$ cat config.mk
export PLATFORM = sky130hd
export DESIGN_NAME = mem_port_arbiter_flat
export DESIGN_NICKNAME = d
export VERILOG_FILES = /design/src/rtl/mem_port_arbiter_if.sv /design/src/rtl/mem_port_arbiter.sv /design/src/flat_wrapper.sv
export SDC_FILE = /design/constraint.sdc
export NUM_CORES = 1
export LEC_CHECK = 0
export ABC_CLOCK_PERIOD_IN_PS = 3900
export BUFFER_PORTS_ARGS = -buffer_cell sky130_fd_sc_hd__buf_2
export CORE_AREA = 2 2 108 110
export DETAILED_ROUTE_END_ITERATION = 10
export DIE_AREA = 0 0 110 112
export GPL_TIMING_DRIVEN = 0
export PLACE_DENSITY_LB_ADDON = 0.1
export SYNTH_ARGS = -nofsm -noshare
export SYNTH_HDL_FRONTEND = slang
export SYNTH_SLANG_ARGS = --single-unit
$ cat constraint.sdc
create_clock -name clk -period 3.9 [get_ports clk]
set_clock_uncertainty 0.15 [all_clocks]
set_input_delay 0.78 -clock clk [delete_from_list [all_inputs] [get_ports clk]]
set_output_delay 0.78 -clock clk [all_outputs]
set_load 0.005 [all_outputs]
$ cat src/rtl/mem_port_arbiter_if.sv
// mem_port_arbiter_if: pipeline (IF/MEM) and memory-macro signals of the shared memory port
//   slave  : arbiter view (takes requests and mem_rdata, drives grants, returns and the memory access)
//   master : pipeline/memory view (the opposite directions)
interface mem_port_arbiter_if #(
  parameter int ADDR_W = 32,
  parameter int DATA_W = 32
);
  logic              if_req;
  logic [ADDR_W-1:0] if_addr;
  logic              if_gnt;
  logic              if_rvalid;
  logic [DATA_W-1:0] if_rdata;
  logic              stall_if;
  logic              dm_req;
  logic              dm_we;
  logic [ADDR_W-1:0] dm_addr;
  logic [DATA_W-1:0] dm_wdata;
  logic [DATA_W/8-1:0] dm_wstrb;
  logic              dm_gnt;
  logic              dm_rvalid;
  logic [DATA_W-1:0] dm_rdata;
  logic              mem_en;
  logic              mem_we;
  logic [ADDR_W-1:0] mem_addr;
  logic [DATA_W-1:0] mem_wdata;
  logic [DATA_W/8-1:0] mem_wstrb;
  logic [DATA_W-1:0] mem_rdata;
  modport slave (
    input  if_req, if_addr, dm_req, dm_we, dm_addr, dm_wdata, dm_wstrb, mem_rdata,
    output if_gnt, if_rvalid, if_rdata, stall_if, dm_gnt, dm_rvalid, dm_rdata,
           mem_en, mem_we, mem_addr, mem_wdata, mem_wstrb
  );
  modport master (
    output if_req, if_addr, dm_req, dm_we, dm_addr, dm_wdata, dm_wstrb, mem_rdata,
    input  if_gnt, if_rvalid, if_rdata, stall_if, dm_gnt, dm_rvalid, dm_rdata,
           mem_en, mem_we, mem_addr, mem_wdata, mem_wstrb
  );
endinterface

$ cat src/rtl/mem_port_arbiter.sv
// mem_port_arbiter: shares one single-ported memory between instruction fetch and load/store
//   clk, reset : clock and synchronous active-high reset
//   bus        : IF request/return, MEM request/return and memory-macro signals (slave view)
module mem_port_arbiter #(
  parameter int MEM_LAT         = 1,
  parameter int MAX_DATA_STREAK = 4
) (
  input  logic               clk,
  input  logic               reset,
  mem_port_arbiter_if.slave  bus
);
  typedef enum logic {PRI_DATA, PRI_IF} state_t;
  state_t             state_q, state_d;
  logic [3:0]         streak_q, streak_d;
  logic [MEM_LAT-1:0] tv_q, tv_d;
  logic [MEM_LAT-1:0] to_q, to_d;
  logic               if_gnt, dm_gnt, push_v;
  // Contention is resolved by the FSM; a lone requester always wins.
  assign if_gnt = !reset && bus.if_req && (!bus.dm_req || state_q == PRI_IF);
  assign dm_gnt = !reset && bus.dm_req && (!bus.if_req || state_q == PRI_DATA);
  assign push_v = dm_gnt ? !bus.dm_we : if_gnt;
  always_comb begin
    state_d  = state_q;
    streak_d = streak_q;
    if (!bus.if_req || if_gnt)
      streak_d = '0;
    else if (dm_gnt)
      streak_d = (streak_q == 4'hf) ? streak_q : streak_q + 4'd1;
    if (state_q == PRI_DATA)
      state_d = (dm_gnt && bus.if_req && streak_q == 4'(MAX_DATA_STREAK - 1)) ? PRI_IF : PRI_DATA;
    else
      state_d = (if_gnt || !bus.if_req) ? PRI_DATA : PRI_IF;
  end
  // Tag pipe: bit 0 is the newest issue, bit MEM_LAT-1 lines up with mem_rdata.
  if (MEM_LAT > 1) begin : g_sh
    assign tv_d = {tv_q[MEM_LAT-2:0], push_v};
    assign to_d = {to_q[MEM_LAT-2:0], dm_gnt};
  end else begin : g_one
    assign tv_d = push_v;
    assign to_d = dm_gnt;
  end
  always_ff @(posedge clk) begin
    if (reset) begin
      state_q  <= PRI_DATA;
      streak_q <= '0;
      tv_q     <= '0;
      to_q     <= '0;
    end else begin
      state_q  <= state_d;
      streak_q <= streak_d;
      tv_q     <= tv_d;
      to_q     <= to_d;
    end
  end
  assign bus.if_gnt    = if_gnt;
  assign bus.dm_gnt    = dm_gnt;
  assign bus.stall_if  = !reset && bus.if_req && !if_gnt;
  // Masking with reset keeps a tag that reaches the output during reset from returning.
  assign bus.if_rvalid = !reset && tv_q[MEM_LAT-1] && !to_q[MEM_LAT-1];
  assign bus.dm_rvalid = !reset && tv_q[MEM_LAT-1] && to_q[MEM_LAT-1];
  assign bus.if_rdata  = bus.mem_rdata;
  assign bus.dm_rdata  = bus.mem_rdata;
  assign bus.mem_en    = if_gnt || dm_gnt;
  assign bus.mem_we    = dm_gnt && bus.dm_we;
  assign bus.mem_addr  = dm_gnt ? bus.dm_addr : if_gnt ? bus.if_addr : '0;
  assign bus.mem_wdata = dm_gnt ? bus.dm_wdata : '0;
  assign bus.mem_wstrb = (dm_gnt && bus.dm_we) ? bus.dm_wstrb : (if_gnt || dm_gnt) ? '1 : '0;
endmodule

$ cat src/flat_wrapper.sv
// flat-port wrapper written by rule: the top's interface ports become plain ports
module mem_port_arbiter_flat 
#(
  parameter int MEM_LAT         = 1,
  parameter int MAX_DATA_STREAK = 4
)
  (clk, reset, bus_if_req, bus_if_addr, bus_dm_req, bus_dm_we, bus_dm_addr, bus_dm_wdata, bus_dm_wstrb, bus_mem_rdata, bus_if_gnt, bus_if_rvalid, bus_if_rdata, bus_stall_if, bus_dm_gnt, bus_dm_rvalid, bus_dm_rdata, bus_mem_en, bus_mem_we, bus_mem_addr, bus_mem_wdata, bus_mem_wstrb);
  mem_port_arbiter_if bus_i ();
  input  logic clk;
  input  logic reset;
  input wire logic [$bits(bus_i.if_req)-1:0] bus_if_req;
  input wire logic [$bits(bus_i.if_addr)-1:0] bus_if_addr;
  input wire logic [$bits(bus_i.dm_req)-1:0] bus_dm_req;
  input wire logic [$bits(bus_i.dm_we)-1:0] bus_dm_we;
  input wire logic [$bits(bus_i.dm_addr)-1:0] bus_dm_addr;
  input wire logic [$bits(bus_i.dm_wdata)-1:0] bus_dm_wdata;
  input wire logic [$bits(bus_i.dm_wstrb)-1:0] bus_dm_wstrb;
  input wire logic [$bits(bus_i.mem_rdata)-1:0] bus_mem_rdata;
  output wire logic [$bits(bus_i.if_gnt)-1:0] bus_if_gnt;
  output wire logic [$bits(bus_i.if_rvalid)-1:0] bus_if_rvalid;
  output wire logic [$bits(bus_i.if_rdata)-1:0] bus_if_rdata;
  output wire logic [$bits(bus_i.stall_if)-1:0] bus_stall_if;
  output wire logic [$bits(bus_i.dm_gnt)-1:0] bus_dm_gnt;
  output wire logic [$bits(bus_i.dm_rvalid)-1:0] bus_dm_rvalid;
  output wire logic [$bits(bus_i.dm_rdata)-1:0] bus_dm_rdata;
  output wire logic [$bits(bus_i.mem_en)-1:0] bus_mem_en;
  output wire logic [$bits(bus_i.mem_we)-1:0] bus_mem_we;
  output wire logic [$bits(bus_i.mem_addr)-1:0] bus_mem_addr;
  output wire logic [$bits(bus_i.mem_wdata)-1:0] bus_mem_wdata;
  output wire logic [$bits(bus_i.mem_wstrb)-1:0] bus_mem_wstrb;
  assign bus_i.if_req = bus_if_req;
  assign bus_i.if_addr = bus_if_addr;
  assign bus_i.dm_req = bus_dm_req;
  assign bus_i.dm_we = bus_dm_we;
  assign bus_i.dm_addr = bus_dm_addr;
  assign bus_i.dm_wdata = bus_dm_wdata;
  assign bus_i.dm_wstrb = bus_dm_wstrb;
  assign bus_i.mem_rdata = bus_mem_rdata;
  assign bus_if_gnt = bus_i.if_gnt;
  assign bus_if_rvalid = bus_i.if_rvalid;
  assign bus_if_rdata = bus_i.if_rdata;
  assign bus_stall_if = bus_i.stall_if;
  assign bus_dm_gnt = bus_i.dm_gnt;
  assign bus_dm_rvalid = bus_i.dm_rvalid;
  assign bus_dm_rdata = bus_i.dm_rdata;
  assign bus_mem_en = bus_i.mem_en;
  assign bus_mem_we = bus_i.mem_we;
  assign bus_mem_addr = bus_i.mem_addr;
  assign bus_mem_wdata = bus_i.mem_wdata;
  assign bus_mem_wstrb = bus_i.mem_wstrb;
  mem_port_arbiter #(.MEM_LAT(MEM_LAT), .MAX_DATA_STREAK(MAX_DATA_STREAK)) u_core (.clk(clk), .reset(reset), .bus(bus_i));
endmodule
Word level (Yosys, flattened, before mapping). Index checks and enable logic that the tools add are counted.

Bits in registers: 7. Latch bits: 0. Bits in writable memories: 0. Bits in read-only memories: 0. Output and inout bits: 139. Logic and storage cells: 41. Memories: 0.

Add/sub/neg operators: 1. $mul: 0. Divide/modulo/power cells: 0. $lt $le $gt $ge: 0. Equality and inequality tests: 2. Shift-type cells: 0. Multiplexer cells: 9. Bitwise operators: 2. Reductions and logical operators: 23.

Operators with widths (number): $mux W32 (3); $logic_and A1 B1 Y1 (11); $mux W4 (2); $logic_not A1 Y1 (6); $add A4 B1 Y4 const B (1); $eq A4 B2 Y1 const B (1); $eq A4 B4 Y1 const B (1); $logic_or A1 B1 Y1 (4); $mux W1 (4); $not A1 Y1 (2); $reduce_and A2 Y1 (1); $reduce_or A2 Y1 (1).

Logic depth before layout (Yosys ltp).
Word-level depth: 7. Gate-level depth with buffers: 5.

Worst setup path before layout. Ideal clock, no wire load.

Kind: input-to-output. From: in bus_if_req. To: out bus_mem_addr[10]. Arrival: 1531 ps. Path slack: 1439 ps. Stages: 5. Path buffers: 2. Path through: nor2b_1 nor2b_2 buf_6 buf_6 a22o_1.

Word-level cells in the longest chain between the ends: 4. Elaborated cells between the ends (all ways): 7. Those cells by class: 2 x mux; 5 x reduce/logical.

Ends and longest elaborated chain: start: declaration (line flat_wrapper.sv:11) `input wire logic [$bits(bus_i.if_req)-1:0] bus_if_req;`; $logic_and A1 B1 Y1 or $logic_not A1 Y1 (tied branches) (line mem_port_arbiter.sv:19, mem_port_arbiter.sv:20); $logic_and A1 B1 Y1 or $logic_or A1 B1 Y1 (tied branches) (line mem_port_arbiter.sv:19, mem_port_arbiter.sv:20); $mux W32 or $logic_and A1 B1 Y1 (tied branches) (line mem_port_arbiter.sv:65, mem_port_arbiter.sv:20); $mux W32 * (line mem_port_arbiter.sv:65) `assign bus.mem_addr = dm_gnt ? bus.dm_addr : if_gnt ? bus.if_addr : '0;`; end: declaration (line flat_wrapper.sv:28) `output wire logic [$bits(bus_i.mem_addr)-1:0] bus_mem_addr;`.

Every way passes the cells marked *; elsewhere a longest branch is shown, timed or not.

Worst setup path in the final report.
From: in reset. To: out bus_mem_wdata[19].

Word-level cells in the longest chain between the ends: 4.

Ends and longest elaborated chain: start: declaration (line flat_wrapper.sv:10) `input logic reset;`; $logic_not A1 Y1 (line mem_port_arbiter.sv:20) `assign dm_gnt = !reset && bus.dm_req && (!bus.if_req || state_q == PRI_DATA);`; $logic_and A1 B1 Y1 (2 in series) (line mem_port_arbiter.sv:20); $mux W32 (line mem_port_arbiter.sv:66) `assign bus.mem_wdata = dm_gnt ? bus.dm_wdata : '0;`; end: declaration (line flat_wrapper.sv:29) `output wire logic [$bits(bus_i.mem_wdata)-1:0] bus_mem_wdata;`.

No other way between the ends.

==> results.toml <==
[synthesis]
ys_async_sr_fraction = 0
synth_adder_area_share = 0.00884
synth_commonest_cells = "64 x buf_4, 33 x and2_1, 32 x a22o_1, 7 x dfxtp_1, 6 x buf_2"
synth-compound-area-share = 0.239
syn-num-nets = 323
synth_simple_gate_area_share = 0.249
synth.avg_cell_area_um2 = 7.65
synth_most_common_cell = "buf_4"
synthDistinctLibCells = 29
synth_edf_count = 0
synth_cells = 185
yosysTopAreaCell = "buf_4"
ys.flop_type = "dfxtp_1"
synthXorXnorAreaFrac = 0.00619
yosysWarnings = 0
muxShareOfSynthArea = 0
synth_top_cell_area_share = 0.340
synth-seq-cells = 7
synthTopCellsByArea = "buf_4 34%, a22o_1 20%, and2_1 15%"
ys_seq_area_frac = 0.0990
syn_area_um2 = 1420
synth_top_family_by_area = "buffers and inverters"

[global_route]
grt_overflow = 0
grt_pass1_wl_mm = 7.80
grt_pass1_vias = 1769
gr-usage-all-layers = 0.0806
antenna_found_initial = 0
grt_max_degree = 11

[worst_hold_path]
min_to = "u_core.streak_q[1]"
holdPathStages = 2
hp-start = "u_core.streak_q[1]"
min_path_type = "reg -> reg"

[route]
drtIter0Drc = 60
num_vias = 2122
wl_per_cell_um = 10.4
drcViolationCount = 0
first_pass_iters = 4
final_antenna_net_count = 0
postRouteWirelength_mm = 5.98
routed_via_density = 3.69

[timing]
grt_setup_unrepaired = "no"
worst_pin_slew_ps = 268
fmax_mhz = 342
tns_ps = 0
hold_viol_final = 0
setup_viol = 0
slew_headroom = 0.821
maxSlewViolCount = 0
finalCritPeriodShare = 0.750
worst_slack_ps = 975
period_minus_slack_ps = 2920

[place]
hpwl_mm = 5.35
pre_cts_slack_ps = 878
place_inst = 571
port_buffers = 243
dpl-instance-area_um2 = 2810
place_congestion = 0.689

[clocking]
cts_made_buffers = 3
ctsHoldBuffers = 0
postCtsSetupRepairBufs = 0
cts_tree = "built"
cts-htree-levels = 1
cts_max_path_buffers = 2
cts-root-buf = "clkbuf_16"
cts.clk_slew.worst_paths_ps = 40
cts.sinks = 7
clk_latency_ps = 230
cts_resized = 0

[run_status]
outcome = "completed"

[worst_setup_path]
cpPeakStageDelay_ps = 270
worst_ep_arrival_time_ps = 1990
critPathMaxFanout = 10
crit_chain = "buf_2 > nand3b_1 > inv_2 > clkbuf_1 > and2_1 > buf_2"
worst_setup_path_start_kind = "input pin"
crit_buf_inv = 4
r2r_slack_ps = 2500
slowest_stage = "nand3b_1"
r2r-start = "u_core.streak_q[0]"
cp-end-kind = "output port"
crit_family = "buffers and inverters"
path_class = "in -> out"
reg2reg_to = "u_core.streak_q[3]"
r2r_cells = 5
cp_data_required_time_ps = 2970
crit_top_cell = "buf_2"

[die]
coreArea_um2 = 11200
start_util = 0.127
die_h_um = 112
dieArea_um2 = 12300
io_pins = 276
num_rows = 39
die_w_um = 110

[final_layout]
drive_above_1_share = 0.745
multi_input_area_um2 = 712
syn2layout_area_growth_pct = 104
register_area_um2 = 140
antenna_cells = 0
fin_area_um2 = 2890
nFillCells = 1242
final_cells = 575
nets = 571

[power]
peakVddDrop_mv = 0.0861
p_per_area_nw_per_um2 = 168
p_leak_nw = 1.84

[run]
maxCapViolCount = 0
-- cell usage in the layout (no fill, tap or decap), types with 2 or more instances in the layout --
master	Yosys	final
buf_2	6	249
buf_4	64	64
and2_1	33	33
a22o_1	32	32
dfxtp_1	7	7
nand2b_1	4	4
a21o_1	4	4
nand2_1	3	3
buf_6	3	3
nor2_1	3	3
a21oi_1	3	3
nand3_1	3	3
clkbuf_16	0	3
nor2b_1	2	2
clkbuf_1	2	2
inv_1	2	2
-- routing by layer --
layer  GRT usage  vias to the layer above  part of all wire
li1            -                     1061                 -
met1      0.0642                      903              0.29
met2       0.183                      156              0.57
met3      0.0164                        2              0.14
met4      0.0177                        0            0.0050
met5           0                        -                 0
-- logic make-up (layout without fill, tap and decap cells) --
kind of cell / Yosys count / after routing
adder cells (fa/ha/maj): 1 / 1
buffers and inverters: 78 / 325
flip-flops: 7 / 7
AO/OA/AOI/OAI: 41 / 41
XOR/XNOR: 1 / 1
AND/OR/NAND/NOR: 57 / 57
-- state kept, by name, summed over array words and instances (netlist names) --
register and flops:
u_core.streak_q 4, u_core.to_q 1, u_core.tv_q 1, u_core.state_q 1
-- per-stage QoR --
| stage | util | total power, W | hold WS, ps |
|---|---|---|---|
| finish | 0.259 | 0.000486 | 329 |
| global route | 0.259 | 0.000518 | 358 |
| CTS | 0.259 | 0.000494 | 331 |
| detailed placement | 0.251 | 0.000318 | 325 |
| global placement | 0.251 | 0.000319 | 318 |
| floorplan | - | 0.000188 | 297 |
-- power breakdown --
group | switching, W | internal (W)
clock | 0.0000396 | 0.000135
combinational | 0.0000846 | 0.000153
sequential | 0.000000688 | 0.0000735
-- worst min-delay path: stages, from the launching register on --
cell	delay (ps)
dfxtp_1	310
nand2_1	60
a21oi_1	50
-- worst max path at each step --
stage	from	endpoint	slack, ps	cells after the start
6_report	reset	bus_mem_wdata[19]	980	6
5_1_grt	reset	bus_mem_wdata[12]	780	6
4_1_cts	reset	bus_mem_wdata[19]	870	6
3_5_place_dp	reset	bus_mem_wdata[19]	880	6
3_3_place_gp	reset	bus_mem_wdata[12]	870	6
2_1_floorplan	bus_if_req	bus_mem_addr[10]	1440	5
-- area by class of cell --
| class | instances | share of cell area |
|---|---|---|
| plain buffers | 75 | 0.191 |
| repair buffers | 243 | 0.421 |
| multi-input cells | 100 | 0.246 |
| clock buffers | 3 | 0.0260 |
| inverters | 3 | 0.00390 |
| clock inverters | 1 | 0.00173 |
| well taps | 143 | 0.0619 |
| flip-flops and latches | 7 | 0.0485 |
(Power assumes the default switching activity.)
